--- src/rtl/shift_deser.sv ---
// Serial-to-parallel receiver: assembles MSB-first bits into WIDTH-bit words
// and queues them in a small FIFO drained by a valid/ready handshake.
module shift_deser #(
  parameter int WIDTH = 8,
  parameter int DEPTH = 2
) (
  input  logic                       clk,
  input  logic                       rst_n,
  input  logic                       serial_in,
  input  logic                       bit_valid,
  input  logic                       frame_sync,
  output logic [WIDTH-1:0]           data_out,
  output logic                       data_valid,
  input  logic                       data_ready,
  output logic                       overrun,
  input  logic                       clear_overrun,
  output logic [$clog2(WIDTH)-1:0]   bit_count,
  output logic [$clog2(DEPTH):0]     fill_level
);

  localparam int CW = $clog2(WIDTH);
  localparam int PW = $clog2(DEPTH);
  localparam int FW = PW + 1;
  localparam logic [CW-1:0] LAST_BIT = CW'(WIDTH - 1);
  localparam logic [FW-1:0] FULL_LVL = FW'(DEPTH);

  logic [WIDTH-1:0] asm_q, asm_d;
  logic [CW-1:0]    bit_count_q, bit_count_d;
  logic [WIDTH-1:0] mem_q [DEPTH];
  logic [WIDTH-1:0] mem_d [DEPTH];
  logic [PW-1:0]    wr_ptr_q, wr_ptr_d;
  logic [PW-1:0]    rd_ptr_q, rd_ptr_d;
  logic [FW-1:0]    count_q, count_d;
  logic [WIDTH-1:0] data_out_q, data_out_d;
  logic             overrun_q, overrun_d;

  logic [WIDTH-1:0] shifted;
  logic             complete;
  logic             pop;
  logic             push_ok;
  logic             drop;

  // Idle is simply bit_count == 0; frame_sync outranks word completion.
  always_comb begin
    shifted     = {asm_q[WIDTH-2:0], serial_in};
    complete    = bit_valid && !frame_sync && (bit_count_q == LAST_BIT);
    asm_d       = asm_q;
    bit_count_d = bit_count_q;
    if (frame_sync) begin
      asm_d       = bit_valid ? {{(WIDTH-1){1'b0}}, serial_in} : '0;
      bit_count_d = bit_valid ? CW'(1) : '0;
    end else if (bit_valid) begin
      if (complete) begin
        asm_d       = '0;
        bit_count_d = '0;
      end else begin
        asm_d       = shifted;
        bit_count_d = bit_count_q + CW'(1);
      end
    end
  end

  // A full FIFO still accepts a word when the head leaves in the same cycle.
  always_comb begin
    pop     = (count_q != '0) && data_ready;
    push_ok = complete && ((count_q != FULL_LVL) || pop);
    drop    = complete && !push_ok;

    mem_d    = mem_q;
    wr_ptr_d = wr_ptr_q;
    rd_ptr_d = rd_ptr_q;
    count_d  = count_q;

    if (push_ok) begin
      mem_d[wr_ptr_q] = shifted;
      wr_ptr_d        = wr_ptr_q + PW'(1);
    end
    if (pop) begin
      rd_ptr_d = rd_ptr_q + PW'(1);
    end
    if (push_ok && !pop) begin
      count_d = count_q + FW'(1);
    end else if (!push_ok && pop) begin
      count_d = count_q - FW'(1);
    end

    // Registered head copy keeps data_out stable once the FIFO drains.
    data_out_d = (count_d != '0) ? mem_d[rd_ptr_d] : data_out_q;

    overrun_d = overrun_q;
    if (drop) begin
      overrun_d = 1'b1;
    end else if (clear_overrun) begin
      overrun_d = 1'b0;
    end
  end

  always_ff @(posedge clk or negedge rst_n) begin
    if (!rst_n) begin
      asm_q       <= '0;
      bit_count_q <= '0;
      for (int i = 0; i < DEPTH; i++) begin
        mem_q[i] <= '0;
      end
      wr_ptr_q    <= '0;
      rd_ptr_q    <= '0;
      count_q     <= '0;
      data_out_q  <= '0;
      overrun_q   <= 1'b0;
    end else begin
      asm_q       <= asm_d;
      bit_count_q <= bit_count_d;
      for (int i = 0; i < DEPTH; i++) begin
        mem_q[i] <= mem_d[i];
      end
      wr_ptr_q    <= wr_ptr_d;
      rd_ptr_q    <= rd_ptr_d;
      count_q     <= count_d;
      data_out_q  <= data_out_d;
      overrun_q   <= overrun_d;
    end
  end

  assign data_out   = data_out_q;
  assign data_valid = (count_q != '0);
  assign overrun    = overrun_q;
  assign bit_count  = bit_count_q;
  assign fill_level = count_q;

endmodule

--- config.mk ---
export PLATFORM = sky130hd
export DESIGN_NAME = shift_deser
export DESIGN_NICKNAME = d
export VERILOG_FILES = /design/src/rtl/shift_deser.sv
export SDC_FILE = /design/constraint.sdc
export NUM_CORES = 1
export LEC_CHECK = 0
export BUFFER_PORTS_ARGS = -buffer_cell sky130_fd_sc_hd__clkbuf_2
export CAP_MARGIN = 10
export CORE_MARGIN = 2
export CORE_UTILIZATION = 57
export CTS_BUF_LIST = sky130_fd_sc_hd__clkbuf_16
export DETAILED_ROUTE_END_ITERATION = 7
export PLACE_DENSITY = 0.78
export SETUP_SLACK_MARGIN = 0.15
export SLEW_MARGIN = 10
export SYNTH_ARGS = -nofsm -noshare
export SYNTH_HDL_FRONTEND = slang
export SYNTH_SLANG_ARGS = --single-unit
--- constraint.sdc ---
create_clock -name clk -period 2.8 [get_ports clk]
set_clock_uncertainty 0.15 [all_clocks]
set_input_delay 0.56 -clock clk [delete_from_list [all_inputs] [get_ports clk]]
set_output_delay 0.56 -clock clk [all_outputs]
set_load 0.005 [all_outputs]
==> qor.csv <==
stage,metric,value,unit
route,initial DRC count,35,
synth,"top cells by count, synth","39 x dfrtp_1, 16 x mux2_2, 12 x inv_1, 9 x mux2i_1, 9 x nand2b_1",
synth,ys async rst share,100,%
synth,post-synth net total,178,
synth,"Distinct cells, synth",39,
timing,maximum clock frequency,0.402,GHz
cells_and_area,sequential cell area,976,sq um
route,TritonRoute pass-1 iters,4,
route,DR vias/cell,5.64,
global_route,GRT Util Overall,21.1,%
setup_path,crit path kind,reg -> reg,
route,DRT antenna net count,0,
timing,final setup fails,0,
setup_path,CP Max Fanout,16,
cells_and_area,Util after Layout,67.7,%
power,Reg power frac,35.0,%
synth,most frequent cell after synthesis,dfrtp_1,
cells_and_area,Final Non-Filler Cells,238,
cts,CTS hold repair buffers,0,
global_route,largest net degree at the start of global routing,40,
synth,Post-synth top flop,dfrtp_1,
cts,Worst-Skew Late Latency,0.28,ns
cts,Clock Sinks,39,
placement,Placed Cells,230,
setup_path,startpoint types,flop,
die,num rows,21,
global_route,initial antenna violation count,0,
synth,mapped cell area,2030,sq um
cells_and_area,share of cells above drive strength 1,31.8,%
synth,Synth Warn #,0,
timing,Fin. Hold Viols,0,
setup_path,Buf/Inv on CP,2,
placement,IO Port Bufs,21,
outcome,status,"finished, final reports clean",
cells_and_area,multi-input logic area,941,sq um
cells_and_area,"Area growth, synth to finish",13.0,%
setup_path,CP top delay family,compound AO/OA/AOI/OAI gates,
power,LEAKAGE,1.11,nW
synth,Synth Register Bits,39,
die,die width,63.7,microns
power,Pint,1.36,mW
die,Initial Util,59.9,%
timing,Setup TNS,0,ns
synth,Yosys top cell by area,dfrtp_1,
route,WL final,3720,microns
synth,Post-synth EDFFs,0,
hold_path,worst hold path class,in -> async,
timing,final max-slew violation count,0,
power,Power Total,2.07,mW
die,full die area,4060,sq um
cts,Worst-path clk slew,0.06,ns
power,NetSw,0.707,mW
synth,register area share after synthesis,48.0,%
route,DRC Markers,0,
cts,Root Buffer,clkbuf_16,
power,PwrDens,902,nW/um^2
route,routed vias,1342,
setup_path,CP Capture Type,flop,
cts,CTS tree,built,
die,core area,3390,sq um
cts,H-tree Lvls,2,
global_route,GRT overflow,0,
cells_and_area,number of diodes,0,
setup_path,highest cell delay on the worst timing path,0.46,ns
cells_and_area,Final #Nets,202,
synth,Mapped Avg Cell Area,12.2,sq um
setup_path,critical path required time,2.80,ns
cts,post-CTS sizing,0,
power,Net Sw Frac,34.2,%
power,Comb power frac,38.5,%
setup_path,CP Data Arrival Time,2.49,ns
cells_and_area,filler cell count,251,
timing,Final min period,2.48,ns
die,die height,63.7,microns
placement,Post-DP HPWL,2620,microns
synth,share of the synthesized area in the top cell type,48.0,%
cts,Inserted Clock Buffers,5,
die,Ports,22,
synth,synth top area cells,"dfrtp_1 48%, mux2_2 8.9%, mux2i_1 4.4%",
timing,Worst-Margin Slew,0.928,ns
setup_path,CP max-delay cell,dfrtp_1,
timing,RSZ-0062 raised after global routing,no,
cts,"Setup Fix Bufs, Post-CTS",0,
placement,gp weighted congestion,0.751,
power,Clk pwr share,26.5,%
route,wire per inst,15.6,microns
power,Worst VDD drop,569,uV
global_route,vias in the first global route,1304,
global_route,first-pass GRT wire length,6450,microns
flow_run,Max Cap Viol,0,
cts,clk buf depth,2,
synth,cell count after synthesis,167,
timing,Max-Slew Margin vs Limit,38.2,%
timing,Final Cycle Share,88.7,%
setup_path,critical-path cell list,inv_1 > ha_1 > nand2b_1 > a211oi_4 > buf_4 > mux2i_4 > o221ai_1 > mux2i_1,
## stage by stage
stage,hold slack [ns],setup WS [ns],cell area (sq um)
after global routing,0.316,0.155,2300
final,0.254,0.315,2300
after detailed placement,0.340,0.320,2150
after global placement,0.334,0.434,2150
after floorplan,0.114,0.501,2030
after CTS,0.288,0.256,2290
## power groups by stage
stage               Clock, mW  Sequential [mW]  Combinational [mW]
finish                  0.548            0.724               0.797
floorplan                   0            0.727               0.610
global route            0.593            0.735               0.873
global placement            0            0.727               0.768
detailed placement          0            0.734               0.793
CTS                     0.560            0.724               0.803
## final timing paths
kind	start	to	slack [ns]	cells past startpoint
hold / removal	rst_n	mem_q[12]$_DFF_PN0_	0.25	1
setup / recovery	fill_level[0]$_DFF_PN0_	data_out[2]$_DFFE_PN0P_	0.32	8
hold reg to reg	mem_q[2]$_DFF_PN0_	mem_q[2]$_DFF_PN0_	0.35	1
max in group asynchronous	rst_n	bit_count[2]$_DFFE_PN0P_	1.66	1
setup reg to reg	fill_level[0]$_DFF_PN0_	data_out[2]$_DFFE_PN0P_	0.32	8
min in group clk	clear_overrun	overrun$_DFFE_PN0P_	0.32	2
## layout make-up
| type | count | area share [%] |
|---|---|---|
| multi-input cells | 108 | 41.0 |
| inverters | 13 | 2.13 |
| clock inverters | 3 | 0.872 |
| clock buffers | 5 | 5.45 |
| repair buffers | 24 | 5.56 |
| flip-flops and latches | 39 | 42.5 |
| well taps | 46 | 2.51 |
## worst register-to-register path, stage by stage (launching register included)
cell	delay, ns
dfrtp_1	0.46
inv_1	0.10
ha_1	0.25
nand2b_1	0.33
a211oi_4	0.30
buf_4	0.26
mux2i_4	0.15
o221ai_1	0.25
mux2i_1	0.12
## layer usage
| layer | part of all wire [%] | wire length [microns] | vias to the layer above | global-route usage, % |
|---|---|---|---|---|
| met3 | 4.4 | 162 | 6 | 6.25 |
| met1 | 47 | 1760 | 660 | 30.2 |
| met4 | 1.5 | 56 | 0 | 7.34 |
| met2 | 47 | 1740 | 31 | 30.4 |
| li1 | - | - | 645 | - |
| met5 | 0 | 0 | - | 0 |
## placed cells by master (no fill, tap or decap), drive strengths merged, types with 3 or more instances in the layout
cell,count
xnor2,3
or3,7
nand3b,8
clkbuf,26
nand2b,9
inv,13
o21ai,5
nor2,8
buf,3
o221ai,7
a211oi,3
mux2,18
ha,4
nand3,3
a21oi,9
mux2i,10
dfrtp,39
## sequential cells by signal, summed over array words and instances, names as in the netlist
signal	flops
mem_q	16
overrun	1
bit_count	3
fill_level	2
wr_ptr_q	1
rd_ptr_q	1
asm_q	7
data_out	8
## logic make-up (layout without fill, tap and decap cells)
group	after synthesis	in the layout	share of synthesized area (%)
xor gates and xnor gates	3	3	2.22
buffers and inverters	20	45	5.85
muxes	28	28	15.9
adders and majority gates	4	4	2.46
DFF	39	39	48.0
AOI/OAI and AO/OA	30	30	11.8
and+or+nand+nor	43	43	13.8
(Power assumes the default switching activity.)
